## src/rtl/pipearch_common_pkg.sv

```systemverilog
// Shared definitions for the FIFO write-path blocks: scheduler state
// encoding, FIFO-region select codes and a small index-width helper.
package pipearch_common;

  // Scheduler lock state: IDLE has no owner, LOCKED holds one requester
  typedef enum logic [0:0] {
    ST_IDLE   = 1'b0,
    ST_LOCKED = 1'b1
  } sched_state_e;

  // Region select driven on wfifobram alongside a write
  localparam logic [1:0] FIFO_REGION_SEL  = 2'b10;
  // Region select driven when no write is issued
  localparam logic [1:0] FIFO_REGION_NONE = 2'b00;

  // Width of an index into n requesters, never narrower than one bit
  function automatic int idx_width(input int n);
    return (n > 1) ? $clog2(n) : 1;
  endfunction

endpackage

```

## src/rtl/fifo_write_scheduler_rr_arbiter.sv

```systemverilog
// Combinational round-robin selector. Priority starts at the requester
// right after last_winner and wraps around the requester ring.
module rr_arbiter
  import pipearch_common::*;
#(
  parameter int NUM_REQUESTERS = 4,
  parameter int IDX_W          = idx_width(NUM_REQUESTERS)
) (
  input  logic [NUM_REQUESTERS-1:0] req,
  input  logic [IDX_W-1:0]          last_winner,
  output logic [NUM_REQUESTERS-1:0] grant,
  output logic [IDX_W-1:0]          grant_idx,
  output logic                      grant_valid
);

  // slot s holds the requester index s+1 positions after the last winner
  logic [IDX_W-1:0]          slot_idx [NUM_REQUESTERS];
  logic [NUM_REQUESTERS-1:0] slot_req;

  generate
    for (genvar gi = 0; gi < NUM_REQUESTERS; gi++) begin : g_slot
      assign slot_idx[gi] = IDX_W'((int'(last_winner) + gi + 1) % NUM_REQUESTERS);
      assign slot_req[gi] = req[slot_idx[gi]];
    end
  endgenerate

  // Pick the first requesting slot in rotated priority order
  always_comb begin
    grant_valid = 1'b0;
    grant_idx   = '0;
    for (int s = 0; s < NUM_REQUESTERS; s++) begin
      if (!grant_valid && slot_req[s]) begin
        grant_valid = 1'b1;
        grant_idx   = slot_idx[s];
      end
    end
  end

  generate
    for (genvar gi = 0; gi < NUM_REQUESTERS; gi++) begin : g_grant
      assign grant[gi] = grant_valid && (grant_idx == IDX_W'(gi));
    end
  endgenerate

endmodule

```

## src/rtl/fifo_write_scheduler.sv

```systemverilog
// Burst-locking write scheduler: arbitrates requesters round-robin, holds
// the grant for a whole burst and forwards each accepted beat to the
// downstream FIFO write port one cycle later.
module fifo_write_scheduler
  import pipearch_common::*;
#(
  parameter int WIDTH          = 8,
  parameter int NUM_REQUESTERS = 4,
  parameter int LOG2_DEPTH     = 5
) (
  input  logic                                 clk,
  input  logic                                 reset,
  input  logic [NUM_REQUESTERS-1:0]            req_valid,
  input  logic [NUM_REQUESTERS-1:0][WIDTH-1:0] req_data,
  input  logic [NUM_REQUESTERS-1:0]            req_last,
  output logic [NUM_REQUESTERS-1:0]            req_ready,
  output logic                                 we,
  output logic [1:0]                           wfifobram,
  output logic [WIDTH-1:0]                     wdata,
  input  logic                                 almostfull,
  input  logic [LOG2_DEPTH:0]                  count,
  output logic                                 busy,
  output logic [idx_width(NUM_REQUESTERS)-1:0] grant_id,
  output logic [31:0]                          beats_written
);

  localparam int IDX_W = idx_width(NUM_REQUESTERS);
  localparam logic [IDX_W-1:0] LAST_INIT = IDX_W'(NUM_REQUESTERS - 1);

  // occupancy is informational only; almostfull carries the flow control
  logic unused_count;
  assign unused_count = ^count;

  sched_state_e              state_q, state_d;
  logic [IDX_W-1:0]          grant_q, grant_d;
  logic [NUM_REQUESTERS-1:0] grant_oh_q, grant_oh_d;
  logic [IDX_W-1:0]          last_q, last_d;
  logic                      we_q, we_d;
  logic [1:0]                wfifobram_q, wfifobram_d;
  logic [WIDTH-1:0]          wdata_q, wdata_d;
  logic [31:0]               beats_q, beats_d;

  logic [NUM_REQUESTERS-1:0] arb_grant;
  logic [IDX_W-1:0]          arb_idx;
  logic                      arb_valid;
  logic                      locked;
  logic                      accept;

  rr_arbiter #(
    .NUM_REQUESTERS (NUM_REQUESTERS),
    .IDX_W          (IDX_W)
  ) u_arb (
    .req         (req_valid),
    .last_winner (last_q),
    .grant       (arb_grant),
    .grant_idx   (arb_idx),
    .grant_valid (arb_valid)
  );

  assign locked = (state_q == ST_LOCKED);

  // only the owner sees ready, and only while downstream has room
  assign req_ready = locked ? (grant_oh_q & {NUM_REQUESTERS{!almostfull}}) : '0;

  assign accept = locked && req_valid[grant_q] && !almostfull;

  // Next-state: arbitrate in IDLE, stream beats and release on last in LOCKED
  always_comb begin
    state_d     = state_q;
    grant_d     = grant_q;
    grant_oh_d  = grant_oh_q;
    last_d      = last_q;
    we_d        = 1'b0;
    wfifobram_d = FIFO_REGION_NONE;
    wdata_d     = wdata_q;
    beats_d     = beats_q;
    case (state_q)
      ST_IDLE: begin
        if (arb_valid) begin
          state_d    = ST_LOCKED;
          grant_d    = arb_idx;
          grant_oh_d = arb_grant;
        end
      end
      ST_LOCKED: begin
        if (accept) begin
          we_d        = 1'b1;
          wfifobram_d = FIFO_REGION_SEL;
          wdata_d     = req_data[grant_q];
          beats_d     = beats_q + 32'd1;
          if (req_last[grant_q]) begin
            state_d = ST_IDLE;
            last_d  = grant_q;
          end
        end
      end
      default: state_d = ST_IDLE;
    endcase
  end

  // State and output registers; reset drops any burst in progress
  always_ff @(posedge clk) begin
    if (reset) begin
      state_q     <= ST_IDLE;
      grant_q     <= '0;
      grant_oh_q  <= '0;
      last_q      <= LAST_INIT;
      we_q        <= 1'b0;
      wfifobram_q <= FIFO_REGION_NONE;
      wdata_q     <= '0;
      beats_q     <= '0;
    end else begin
      state_q     <= state_d;
      grant_q     <= grant_d;
      grant_oh_q  <= grant_oh_d;
      last_q      <= last_d;
      we_q        <= we_d;
      wfifobram_q <= wfifobram_d;
      wdata_q     <= wdata_d;
      beats_q     <= beats_d;
    end
  end

  assign we            = we_q;
  assign wfifobram     = wfifobram_q;
  assign wdata         = wdata_q;
  assign busy          = locked;
  assign grant_id      = grant_q;
  assign beats_written = beats_q;

endmodule

```

## config.mk

```make
export PLATFORM = sky130hd
export DESIGN_NAME = fifo_write_scheduler
export DESIGN_NICKNAME = d
export VERILOG_FILES = /design/src/rtl/pipearch_common_pkg.sv /design/src/rtl/fifo_write_scheduler_rr_arbiter.sv /design/src/rtl/fifo_write_scheduler.sv
export SDC_FILE = /design/constraint.sdc
export NUM_CORES = 1
export LEC_CHECK = 0
export ABC_AREA = 1
export CELL_PAD_IN_SITES_DETAIL_PLACEMENT = 1
export CELL_PAD_IN_SITES_GLOBAL_PLACEMENT = 2
export CORE_ASPECT_RATIO = 1.2
export CORE_UTILIZATION = 24
export DETAILED_ROUTE_END_ITERATION = 8
export PLACE_DENSITY_LB_ADDON = 0.1
export SETUP_SLACK_MARGIN = 0.05
export SLEW_MARGIN = 40
export SYNTH_ARGS = -nofsm -noshare
export SYNTH_HDL_FRONTEND = slang
export SYNTH_SLANG_ARGS = --single-unit
```

## constraint.sdc

```tcl
create_clock -name clk -period 2 [get_ports clk]
set_clock_uncertainty 0.15 [all_clocks]
set_input_delay 0.4 -clock clk [delete_from_list [all_inputs] [get_ports clk]]
set_output_delay 0.4 -clock clk [all_outputs]
set_load 0.03 [all_outputs]
```

# Word-level counts from Yosys, hierarchy flattened
# Cells that the tools add are included.
# op_classes
add_sub_neg	7
order_cmp	5
eq_ne	3
n_mux	29
n_bitwise	2
n_reduce_logical	18
# ops
operator	n
$add 32x1->32 const B	1
$bmux 8 s2	1
$lt 2x3->1 const B	5
$mux 1	14
$bmux 1 s2	6
$add 2x2->2 const B	5
$mux 2	5
$logic_and 1x1->1	9
$mux 8	1
$and 4x4->4	1
$eq 2x2->1 const B	2
$logic_not 1->1	4
$mux 4	1
$reduce_and 2->1	2
$reduce_and 3->1	1
$add 2x1->2 const B	1
$eq 2x1->1 const B	1
$logic_not 2->1	1
$pmux 1 s2	1
$reduce_or 2->1	1
$not 1->1	1
# word_totals
reg_bits	52
inputBits	49
out_inout_bits	50

# Logic depth before layout (Yosys ltp)
# depth
word_depth	15
mapped_depth	15
mapped_depth_nobuf	13

# Modules after synthesis
# From an unflattened synthesis, not the netlist that was laid out.
# unflattened
cells_unflattened	541
hier_area_um2	3213.1
# by_module_without_submodules
module	n_inst	cells_per_inst	area_each_um2	seq_area_each_um2
fifo_write_scheduler	1	466	2834.0	1001.0
rr_arbiter	1	75	379.1	0.0

# Worst setup path after synthesis
# No wires, ideal clock.
# synth_path
kind	flip-flop to output port
from	register state_q (netlist: busy)
to	output port req_ready[0]
t_arrival_ns	1.341
required_ns	1.450
path_slack_ns	0.109
path_stages_with_launch	5
n_path_buf	0
cell_sequence	dfxtp_1 inv_1 nor2_1 inv_1 nor2_1
# synth_between
elab_chain_cells	1
# synth_lines
element	line_no	text
start, declared	fifo_write_scheduler.sv:34	sched_state_e state_q, state_d;
start signal, assigned	fifo_write_scheduler.sv:113	state_q <= state_d;
$mux 4	fifo_write_scheduler.sv:63	assign req_ready = locked ? (grant_oh_q & {NUM_REQUESTERS{!almostfull}}) : '0;
end, declared	fifo_write_scheduler.sv:16	output logic [NUM_REQUESTERS-1:0] req_ready,
# Every way passes these cells.

# Final worst setup path
# layout_path
from	register beats_q[7] (netlist: beats_written[7])
to	output port beats_written[7]
# layout_rtl
element	line_no	text
start, declared	fifo_write_scheduler.sv:41	logic [31:0] beats_q, beats_d;
start signal, assigned	fifo_write_scheduler.sv:120	beats_q <= beats_d;
end, declared	fifo_write_scheduler.sv:24	output logic [31:0] beats_written
# No word-level cell between the ends.

==> impl_metrics.toml <==
[outcome]
run_status = "finished clean"

[logic_synthesis]
ys_seq_area_frac = 0.312
synth.net_count = 555
synth-warning-count = 0
synth.ff_latch_count = 50
netlist_instances = 505
syn_avg_cell_area_sq_um = 6.36
netlist_area_sq_um = 3210
synth_cell_types = 37

[worst_setup_path]
end_kind = "output pin"
cp_max_fo = 3
path_buf_inv = 1
crit_required_ns = 1.45
arrival_ns = 1.34
cp_cell_sequence = "clkdlybuf4s50_1"
start_kind = "register"
crit_type = "register to output pin"
slowest_stage = "clkdlybuf4s50_1"
cpLargestDelayFamily = "buffers and inverters"
max_stage_delay_ns = 0.69

[job]
drv_cap = 0

[power_and_ir_drop]
switching_share = 0.328
power_switching_mw = 0.907
combPwrFrac = 0.291
clockPowerShare = 0.315
power_density_nw_per_um2 = 592
seqPwrFrac = 0.394
ir_drop_mv = 0.286
p_leak_nw = 2.05
cellInternalPower_mw = 1.86
totalPowerFinal_mw = 2.76

[hold_path]
min_path_type = "register to register"

[cts]
numCtsBuffers = 5
cts_tree = "done"
root_buffer = "clkbuf_16"
clockBufferDepth = 2
cts_sinks = 50
clock_latency_ns = 0.29
clkTransAtPathRegs_ns = 0.07
htree_levels = 2
cts_hold_buf = 0

[final_layout]
syn2layout_area_growth_pct = 45.4
drive_gt1_frac = 0.154
fin_nets = 662
diodes = 0
fin_util = 0.364
final_common_cell = "nand2_1"
layout_common_cells = "nand2_1, nor2_1, clkdlybuf4s50_1"

[sta]
final-max-slew-violation-count = 0
fmax_mhz = 528
hold_viol = 0
layout_setup_ws_ns = 0.106
fin_crit_sh = 0.947
rsz0062_at_grt = "true"
setup_viol = 0
post-route-min-period_ns = 1.89

[place]
post-place-ws_ns = -0.226
io_buffers = 91
place_congestion = 0.802
post-dp-hpwl_mm = 8.72

[global_routing]
grt_start_max_net_pins = 26
grt.total_usage = 0.166
grt_pass1_vias = 3552
use_met1 = 0.220
met2_usage = 0.281
grt.busiest_layer = "met2"
grt_pass1_wl_mm = 18.0
overflow = 0
antenna_found_initial = 0
grtUsageMet3 = 0.0233

[die]
die_x_microns = 108
ioPinCount = 99
core_sq_um = 12800
dieArea_sq_um = 13800
start_util = 0.250
die_h_microns = 129
rows = 45

[drt]
first_pass_iters = 4
wirelength_mm = 11.1
vias_per_cell = 4.57
ant_nets = 0
wire_per_inst_microns = 14.3
drt-initial-drc-count = 98
drc = 0
num_vias = 3541
-- cells in the mapped netlist, drive strengths merged --
library cell	n	area [sq um]
nor3b	2	15.0
nand4	10	62.6
xor2	10	87.6
xnor2	6	52.6
o21ai	36	180
a21oi	34	185
o21bai	1	7.51
nand3b	2	27.5
buf	11	71.3
inv	48	188
clkbuf	11	41.3
a31oi	9	56.3
nand3	18	95.1
clkinv	1	3.75
dfxtp	50	1000
conb	1	3.75
nor2	83	330
ha	1	12.5
nand2	152	684
o211ai	2	15.0
nor3	17	90.1
-- power groups by stage --
stage,sequential (mW),combinational (mW),clock (mW)
6_report,1.09,0.805,0.869
5_1_grt,1.10,0.891,0.929
4_1_cts,1.09,0.821,0.914
3_5_place_dp,1.11,0.818,0
3_3_place_gp,1.11,0.802,0
2_1_floorplan,1.15,0.466,0
-- final timing paths --
| path | startpoint | endpoint | slack, ns | cells after the start |
|---|---|---|---|---|
| hold / removal | grant_oh_q[0] | grant_oh_q[0] | 0.32 | 2 |
| hold reg to reg | grant_oh_q[0] | grant_oh_q[0] | 0.32 | 2 |
| setup / recovery | beats_written[7] | beats_written[7] | 0.11 | 1 |
| setup reg to reg | beats_written[5] | beats_written[15] | 0.21 | 10 |
-- registers in the layout (all words and copies together), names as in the netlist --
signal,count
beats_written,32
grant_id,2
wdata,8
last_q,2
wfifobram,1
grant_oh_q,4
busy,1
-- layout make-up --
class / count / area (sq um)
flip-flops and latches: 50 / 1000
clock buffers: 6 / 139
well taps: 164 / 205
multi-input cells: 384 / 1970
fillers: 1648 / 8170
repair buffers: 122 / 1150
inverters: 49 / 194
-- kinds of logic (layout without fill, tap and decap cells) --
family | count (synthesis) | count (layout) | synth area share
AND/OR/NAND/NOR | 284 | 284 | 0.406
buffers and inverters | 71 | 177 | 0.0947
AO/OA/AOI/OAI | 82 | 82 | 0.138
adder cells (fa/ha/maj) | 1 | 1 | 0.00390
other | 1 | 1 | 0.00117
XOR/XNOR | 16 | 16 | 0.0436
flip-flops | 50 | 50 | 0.312
-- what timing repair did --
action / in CTS / in global routing
pin swaps: 1 / 1
gates resized for setup: 21 / 31
endpoints found under the setup margin: 22 / 43
buffers inserted: 1 / 1
-- through the flow --
step           instances  instance area [sq um]  TNS, ns  hold slack [ns]
2_1_floorplan        505                   3210        0            0.294
3_3_place_gp         767                   4430    -4.31            0.307
3_5_place_dp         767                   4430    -5.71            0.305
4_1_cts              774                   4560        0            0.315
5_1_grt              775                   4670        0            0.361
6_report             775                   4670        0            0.317
-- metal layers --
| metal | wire length [microns] | part of all wire | up-vias |
|---|---|---|---|
| met5 | 0 | 0 | - |
| met4 | 134 | 0.012 | 0 |
| met3 | 316 | 0.029 | 8 |
| met1 | 5350 | 0.48 | 1651 |
| li1 | - | - | 1825 |
| met2 | 5280 | 0.48 | 57 |
Power figures use the tool's default switching activity.
